File: config.mk
export PLATFORM = sky130hd
export DESIGN_NAME = fetch_unit
export DESIGN_NICKNAME = d
export VERILOG_FILES = /design/src/rtl/fetch_pkg.sv /design/src/rtl/fetch_fifo.sv /design/src/rtl/fetch_unit.sv
export SDC_FILE = /design/constraint.sdc
export NUM_CORES = 1
export LEC_CHECK = 0
export CAP_MARGIN = 20
export CORE_UTILIZATION = 44
export DETAILED_ROUTE_END_ITERATION = 16
export GPL_TIMING_DRIVEN = 1
export HOLD_SLACK_MARGIN = 0.15
export PLACE_DENSITY = 0.71
export SETUP_SLACK_MARGIN = 0.02
export SYNTH_ARGS = -nofsm -noshare
export SYNTH_HDL_FRONTEND = slang
export SYNTH_HIERARCHICAL = 1
export SYNTH_SLANG_ARGS = --single-unit
File: constraint.sdc
create_clock -name clk -period 7.82 [get_ports clk]
set_input_delay 0.782 -clock clk [delete_from_list [all_inputs] [get_ports clk]]
set_output_delay 0.782 -clock clk [all_outputs]
set_load 0.01 [all_outputs]
File: src/rtl/fetch_pkg.sv
// Shared types and constants for the instruction fetch stage.
package fetch_pkg;

    // One buffered fetch result: the word and the PC it was fetched from.
    typedef struct packed {
        logic [31:0] pc;
        logic [31:0] instr;
    } fetch_entry_t;

    // RUN: no stale responses pending. DRAIN: dropping responses from before a redirect.
    typedef enum logic [0:0] {
        RUN,
        DRAIN
    } fetch_state_e;

    localparam logic [31:0] INSTR_NOP = 32'h0000_0013;

    // Force a byte address onto a word boundary.
    function automatic logic [31:0] word_align(input logic [31:0] addr);
        return addr & 32'hFFFF_FFFC;
    endfunction

endpackage

File: src/rtl/fetch_fifo.sv
// Small synchronous FIFO of fetch entries with flush and occupancy count.
module fetch_fifo
    import fetch_pkg::*;
#(
    parameter int unsigned DEPTH = 2
) (
    input  logic                     clk,
    input  logic                     rst,
    input  logic                     push,
    input  fetch_entry_t             wdata,
    input  logic                     pop,
    input  logic                     flush,
    output fetch_entry_t             rdata,
    output logic [$clog2(DEPTH):0]   count
);

    localparam int unsigned AW = $clog2(DEPTH);
    localparam int unsigned CW = AW + 1;
    localparam logic [CW-1:0] FULL = CW'(DEPTH);

    fetch_entry_t  mem_q [DEPTH];
    logic [AW-1:0] wr_ptr_q, wr_ptr_d;
    logic [AW-1:0] rd_ptr_q, rd_ptr_d;
    logic [CW-1:0] count_q, count_d;
    logic          pop_en;

    // Popping an empty FIFO is a no-op rather than a pointer corruption.
    assign pop_en = pop && (count_q != '0);
    assign rdata  = mem_q[rd_ptr_q];
    assign count  = count_q;

    // Pointer and occupancy next-state; flush wins over push/pop.
    always_comb begin
        wr_ptr_d = wr_ptr_q;
        rd_ptr_d = rd_ptr_q;
        count_d  = count_q;
        if (flush) begin
            wr_ptr_d = '0;
            rd_ptr_d = '0;
            count_d  = '0;
        end else begin
            if (push) begin
                wr_ptr_d = wr_ptr_q + AW'(1);
            end
            if (pop_en) begin
                rd_ptr_d = rd_ptr_q + AW'(1);
            end
            count_d = count_q + CW'(push) - CW'(pop_en);
        end
    end

    // Pointer and occupancy registers.
    always_ff @(posedge clk or posedge rst) begin
        if (rst) begin
            wr_ptr_q <= '0;
            rd_ptr_q <= '0;
            count_q  <= '0;
        end else begin
            wr_ptr_q <= wr_ptr_d;
            rd_ptr_q <= rd_ptr_d;
            count_q  <= count_d;
        end
    end

    // Storage write; contents need no reset since count gates validity.
    always_ff @(posedge clk) begin
        if (push && !flush) begin
            mem_q[wr_ptr_q] <= wdata;
        end
    end

    // The upstream credit scheme must never overfill the buffer.
    assert property (@(posedge clk) disable iff (rst) !(push && !flush && count_q == FULL));

endmodule

File: src/rtl/fetch_unit.sv
// Instruction fetch: PC generation, request credit, response buffering, redirect drain.
module fetch_unit
    import fetch_pkg::*;
#(
    parameter logic [31:0] RESET_PC = 32'h0000_0000,
    parameter int unsigned DEPTH    = 2
) (
    input  logic        clk,
    input  logic        rst,
    output logic        imem_req,
    output logic [31:0] imem_addr,
    input  logic        imem_gnt,
    input  logic        imem_rvalid,
    input  logic [31:0] imem_rdata,
    output logic        instr_valid,
    output logic [31:0] instr,
    output logic [31:0] instr_pc,
    input  logic        instr_ready,
    input  logic        redirect_valid,
    input  logic [31:0] redirect_pc
);

    localparam int unsigned CW = $clog2(DEPTH) + 1;
    localparam logic [CW:0] DEPTH_SUM = (CW + 1)'(DEPTH);

    logic [31:0]   fetch_pc_q, fetch_pc_d;
    logic [31:0]   resp_pc_q, resp_pc_d;
    logic [CW-1:0] outstanding_q, outstanding_d;
    logic [CW-1:0] discard_q, discard_d;
    fetch_state_e  state_q, state_d;

    logic [CW-1:0] fifo_count;
    logic [CW:0]   credit_used;
    fetch_entry_t  head;
    fetch_entry_t  push_entry;
    logic          grant;
    logic          push;
    logic          pop;

    // Buffered words plus in-flight requests may never exceed the buffer size,
    // so every response is guaranteed a slot.
    assign credit_used = {1'b0, fifo_count} + {1'b0, outstanding_q};
    assign imem_req    = !rst && !redirect_valid && (credit_used < DEPTH_SUM);
    assign imem_addr   = fetch_pc_q;
    assign grant       = imem_req && imem_gnt;

    assign push       = imem_rvalid && (discard_q == '0) && !redirect_valid;
    assign push_entry = '{pc: resp_pc_q, instr: imem_rdata};

    assign instr_valid = (fifo_count != '0);
    assign pop         = instr_valid && instr_ready && !redirect_valid;
    assign instr       = instr_valid ? head.instr : '0;
    assign instr_pc    = instr_valid ? head.pc : '0;

    fetch_fifo #(
        .DEPTH (DEPTH)
    ) u_fifo (
        .clk   (clk),
        .rst   (rst),
        .push  (push),
        .wdata (push_entry),
        .pop   (pop),
        .flush (redirect_valid),
        .rdata (head),
        .count (fifo_count)
    );

    // PC, credit and discard bookkeeping; a redirect overrides everything.
    always_comb begin
        fetch_pc_d    = fetch_pc_q;
        resp_pc_d     = resp_pc_q;
        discard_d     = discard_q;
        outstanding_d = outstanding_q + CW'(grant) - CW'(imem_rvalid);
        if (redirect_valid) begin
            fetch_pc_d = word_align(redirect_pc);
            resp_pc_d  = word_align(redirect_pc);
            // Everything still in flight after this cycle belongs to the old path.
            discard_d  = outstanding_q - CW'(imem_rvalid);
        end else begin
            if (grant) begin
                fetch_pc_d = fetch_pc_q + 32'd4;
            end
            if (imem_rvalid) begin
                if (discard_q != '0) begin
                    discard_d = discard_q - CW'(1);
                end else begin
                    resp_pc_d = resp_pc_q + 32'd4;
                end
            end
        end
    end

    // Drain FSM next state, tracking whether stale responses remain.
    always_comb begin
        state_d = state_q;
        unique case (state_q)
            RUN: begin
                if (discard_d != '0) begin
                    state_d = DRAIN;
                end
            end
            DRAIN: begin
                if (discard_d == '0) begin
                    state_d = RUN;
                end
            end
            default: state_d = RUN;
        endcase
    end

    // State registers.
    always_ff @(posedge clk or posedge rst) begin
        if (rst) begin
            fetch_pc_q    <= RESET_PC;
            resp_pc_q     <= RESET_PC;
            outstanding_q <= '0;
            discard_q     <= '0;
            state_q       <= RUN;
        end else begin
            fetch_pc_q    <= fetch_pc_d;
            resp_pc_q     <= resp_pc_d;
            outstanding_q <= outstanding_d;
            discard_q     <= discard_d;
            state_q       <= state_d;
        end
    end

endmodule

Word-level counts from Yosys, hierarchy flattened

Memory sizes are Yosys's and may differ from the RTL's.
Index checks and enable logic that the tools add are counted.
W data, S select, Z words.

Bits in registers: 72
Word-level logic and storage cells: 59
Memories kept: 1
Memory bits (writable): 128
Output and inout bits: 98

Memories:

| name         | words | width | rd ports | clocked after memory_dff | wr ports | line             | RTL |
|---|---|---|---|---|---|---|---|
| u_fifo.mem_q | 2     | 64    | 1        | 0                        | 1        | fetch_fifo.sv:21 | `fetch_entry_t mem_q [DEPTH];` |

Eq/ne operators: 1
Order comparisons: 1
Reduce and logical (&&, ||, !) cells: 21
$add $sub $neg: 11
Mux-type cells: 17

Operator list:

| cell                    | number |
|---|---|
| $mux W32                | 7 |
| $add A32 B3 Y32 const B | 2 |
| $reduce_bool A2 Y1      | 7 |
| $logic_and A1 B1 Y1     | 9 |
| $mux W2                 | 4 |
| $mux W1                 | 6 |
| $sub A2 B1 Y2           | 3 |
| $add A2 B1 Y2           | 2 |
| $reduce_and A2 Y1       | 2 |
| $add A2 B2 Y3           | 1 |
| $lt A3 B2 Y1 const B    | 1 |
| $add A1 B1 Y1 const B   | 2 |
| $logic_not A1 Y1        | 2 |
| $logic_not A2 Y1        | 1 |
| $ne A2 B2 Y1 const B    | 1 |
| $sub A2 B1 Y2 const B   | 1 |

Depth between registers and ports, before layout

Depth in word-level cells: 6
Gate-level depth with buffers: 11
Gate-level depth less buffers: 10

Modules after synthesis

Netlist, hierarchy kept.

By module, submodules not included:

| module     | sequential area each (sq um) | area an instance (sq um) | cells an instance | times used |
|---|---|---|---|---|
| fetch_fifo | 3,943.8                      | 4,857.2                  | 219               | 1 |
| fetch_unit | 1,601.5                      | 4,147.7                  | 485               | 1 |

Worst setup path after synthesis

OpenSTA, ideal clock, no wires.

Path kind: input to register
From: in redirect_valid
To: mem u_fifo/mem_q[0][0] in the netlist's numbering, enable pin
Path buffers: 2
Required time: 7.242 ns
Path slack: 1.163 ns
Stages on the path: 4
Library setup time: 0.578 ns
Arrival time: 6.079 ns
Cells stage by stage: clkbuf_1 clkbuf_1 nor2_1 nor3b_1

Word-level cells in the longest chain between the ends: 5

Ends and longest elaborated chain:

| element                       | line             | RTL |
|---|---|---|
| start: declaration            | fetch_unit.sv:19 | `input logic redirect_valid,` |
| $logic_not A1 Y1              | fetch_unit.sv:47 | `assign push = imem_rvalid && (discard_q == '0) && !redirect_valid;` |
| $logic_and A1 B1 Y1           | fetch_unit.sv:47 |  |
| net push                      | fetch_unit.sv:37 | `logic push;` |
| $logic_and A1 B1 Y1           | fetch_fifo.sv:67 | `if (push && !flush) begin` |
| $mux W1                       | fetch_fifo.sv:67 |  |
| $mux W1 (implied by the code) | fetch_fifo.sv:68 | `mem_q[wr_ptr_q] <= wdata;` |
| end: declaration              | fetch_fifo.sv:21 |  |

The timed path passes the listed nets, and every way through them passes these cells.

Worst setup path after layout

From: reg u_fifo.count_q[0] (netlist: u_fifo/count[0])
To: reg outstanding_q[1]

Word-level cells in the longest chain between the ends: 6

Ends and longest elaborated chain:

| element                  | line              | RTL |
|---|---|---|
| start: declaration       | fetch_fifo.sv:24  | `logic [CW-1:0] count_q, count_d;` |
| start signal: assignment | fetch_fifo.sv:61  | `count_q <= count_d;` |
| $add A2 B2 Y3            | fetch_unit.sv:42  | `assign credit_used = {1'b0, fifo_count} + {1'b0, outstanding_q};` |
| $lt A3 B2 Y1             | fetch_unit.sv:43  | `assign imem_req = !rst && !redirect_valid && (credit_used < DEPTH_SUM);` |
| $logic_and A1 B1 Y1      | fetch_unit.sv:43  |  |
| $logic_and A1 B1 Y1      | fetch_unit.sv:45  | `assign grant = imem_req && imem_gnt;` |
| $add A2 B1 Y2            | fetch_unit.sv:73  | `outstanding_d = outstanding_q + CW'(grant) - CW'(imem_rvalid);` |
| $sub A2 B1 Y2            | fetch_unit.sv:73  |  |
| net outstanding_d[1]     | fetch_unit.sv:28  | `logic [CW-1:0] outstanding_q, outstanding_d;` |
| end signal: assignment   | fetch_unit.sv:122 | `outstanding_q <= outstanding_d;` |
| end: declaration         | fetch_unit.sv:28  |  |

The timed path passes the listed nets, and every way through them passes these cells.
A chain may end at the register's enable or synchronous reset.

==> impl_metrics.csv <==
group,metric,value,unit
status,status,"complete, no violations",
sta,hold_violations,0,
synth,netlist_instances,704,
setup_path,startpoint_type,"flop",
setup_path,path_cells,"and2_1 -> fa_1 -> nor4_4 -> and2_1 -> inv_1 -> ha_1 -> inv_1 -> ha_1 -> xnor2_1 -> xnor2_1",
final_layout,n_antenna_cell,0,
clock_network,cts_buffer_depth,2,
clock_network,cts_setup_buffers,0,
clock_network,holdBufCountCts,0,
setup_path,startpoint,"u_fifo/count[0]$_DFF_PP0_",
route,drtIter0Drc,384,
flow_run,maxCapViolations,0,
power,p_switching,649.9,uW
route,ant_nets,0,
clock_network,cts.clk_slew.worst_paths,0.07,ns
final_layout,layout.nets,946,
synth,synth_top_area_frac,0.4268,
clock_network,cts_max_level,4,
grt,grt_pass1_wl,31.22,mm
floorplan,io_pins,168,
synth,ys_warn_count,6,
route,vias,6040,
floorplan,dieArea,0.02104,mm2
setup_path,critical_path.top_delay_family,"simple AND/OR/NAND/NOR gates",
setup_path,path_buf_inv,2,
floorplan,die_y,145.1,um
synth,async_flop_share,0.3469,
power,leakage,0.004142,uW
setup_path,critPathKind,"flop to flop",
clock_network,root_buffer,"clkbuf_16",
placement,dpl.hpwl,12.57,mm
sta,fin_crit_sh,0.4836,
route,drc,0,
setup_path,crit_arrival,4.13,ns
route,wl_per_cell,16.75,um
min_path,min_from,"resp_pc_q[31]$_DFFE_PP0P_",
sta,final.setup.tns,0,ns
setup_path,crit_slowest_cell,"inv_1",
clock_network,cts.sinks,196,
clock_network,worstSkewPairLatency,0.42,ns
setup_path,path_max_fanout,34,
power,p_comb_frac,0.160,
route,dr.pass1.iters,4,
sta,relSlewSlack,0.3390,
final_layout,syn2layout_area_growth,27.85,%
route,drt-total-wl,19.18,mm
synth,ys_types,51,
synth,synth_area_per_cell,12.79,um2
placement,globalplace.congestion,0.8792,
grt,groute.usage.overall,0.1902,
synth,synth_top_area_cell,"edfxtp_1",
placement,port_buffers,163,
floorplan,initial_core_util,0.4552,
sta,worst_pin_slew,0.9905,ns
power,swShare,0.2530,
sta,finalSetupViolations,0,
floorplan,coreArea,0.01978,mm2
synth,synth.cell_area,0.009005,mm2
grt,grt_max_degree,73,
floorplan,placementRows,51,
setup_path,worstPathRequired,8.17,ns
clock_network,ctsResizeCount,0,
final_layout,mostFrequentLayoutCell,"clkdlybuf4s50_1",
grt,grt_overflow_total,0,
sta,fmax,0.2644,GHz
synth,synth-seq-area-share,0.6158,
grt,first_global_vias,5812,
sta,fin_skew,0.009852,ns
clock_network,cts_made_buffers,17,
final_layout,drive_above_1_share,0.1432,
power,power_frac_clock,0.350,
synth,ys_seq_elements,196,
synth,synth_top_cells_by_area,"edfxtp_1 (43%), dfrtp_1 (19%), mux2_2 (8.3%), and2_1 (4.7%), nand2_1 (3.0%)",
synth,synthFlopType,"edfxtp_1",
grt,grt_antenna_before_repair,0,
floorplan,die_w,145.1,um
sta,layout_min_cycle_time,3.782,ns
setup_path,endpoint_kind,"flop",
setup_path,critical_path.max_stage_delay,0.61,ns
power,powerDensity,223.1,mW/mm2
synth,synth_edf_count,128,
final_layout,utilization,0.5820,
clock_network,tritoncts,"built",
setup_path,r2r-start,"u_fifo/count[0]$_DFF_PP0_",
route,viasPerCell,5.275,
power,finalPower,2568,uW
power,peakVddDrop,0.0001595,V
final_layout,mostFrequentLayoutCells,"clkdlybuf4s50_1 (162), edfxtp_1 (128), nand2_1 (71)",
power,share_seq_of_total_power,0.490,
sta,grt_setup_unrepaired,"no",
sta,finalMaxSlewViolations,0,
power,p_int,1918,uW
min_path,hp-class,"flop to flop",
[cells in the mapped netlist, types with 16 or more instances]
cell type  count
nand4_1       16
o21ai_0       43
nor2_1        25
and2_1        67
nand2_1       71
inv_1         17
mux2_2        66
edfxtp_1     128
nand3_1       30
clkbuf_1      18
dfrtp_1       68
xor2_1        20
[power groups by stage]
stage	registers, uW	logic [uW]	clock network, uW
2_1_floorplan	1270	213	0
3_3_place_gp	1280	401	0
3_5_place_dp	1280	409	0
4_1_cts	1260	411	919
5_1_grt	1270	453	960
6_report	1260	411	898
[final timing paths]
check	to	slack, ns	depth (start not counted)
min in group asynchronous	u_fifo/count[0]$_DFF_PP0_	0.69	2
max in group asynchronous	resp_pc_q[31]$_DFFE_PP0P_	6.23	3
setup / recovery	outstanding_q[1]$_DFF_PP0_	4.04	10
setup reg to reg	outstanding_q[1]$_DFF_PP0_	4.04	10
hold reg to reg	u_fifo/mem_q[0][63]$_DFFE_PP_	0.51	0
hold / removal	u_fifo/mem_q[0][63]$_DFFE_PP_	0.51	0
[state kept, by name (all words and copies together), names as in the netlist]
name	count
u_fifo/mem_q	128
imem_addr	30
resp_pc_q	30
discard_q	2
outstanding_q	2
u_fifo/count	2
u_fifo/rd_ptr_q	1
u_fifo/wr_ptr_q	1
[worst register-to-register path: cells and delay by family (launching register included)]
family | cells | cell delay, ns
buffers and inverters | 2 | 0.65
flip-flops | 1 | 0.40
adder cells (fa/ha/maj) | 3 | 1.14
AND/OR/NAND/NOR | 3 | 1.19
XOR/XNOR | 2 | 0.31
[kinds of logic after synthesis]
family | after synthesis | share of synthesized area
buffers and inverters | 48 | 0.02556
and+or+nand+nor | 257 | 0.1615
AOI/OAI and AO/OA | 91 | 0.06420
muxes | 67 | 0.08365
adders and majority gates | 9 | 0.01334
xor gates and xnor gates | 35 | 0.03557
DFF | 196 | 0.6158
other | 1 | 0.0004164
[area by class of cell]
class / instances / area, um2
Tap cell: 265 / 331.6
Sequential cell: 196 / 5547
Fill cell: 1651 / 8269
Clock inverter: 13 / 170.2
Clock buffer: 19 / 442.9
Inverter: 17 / 63.81
Timing Repair Buffer: 170 / 1699
Multi-Input combinational cell: 465 / 3258
[routing by layer]
layer | GRT usage | wire length [um]
met1 | 0.2714 | 9067
met2 | 0.2935 | 8818
met3 | 0.04057 | 1079
met4 | 0.05158 | 212
met5 | 0 | 0
[per-stage QoR]
step / hold WS [ns] / instances / worst slack (ns) / instance area (um2)
after floorplan: 0.4482 / 709 / 1.163 / 9024
after global placement: 0.4811 / 1112 / 3.827 / 10870
after detailed placement: 0.5072 / 1112 / 3.775 / 10870
after CTS: 0.5174 / 1144 / 4.043 / 11480
after global routing: 0.5424 / 1145 / 3.796 / 11510
final: 0.5102 / 1145 / 4.038 / 11510
(Power assumes the default switching activity.)
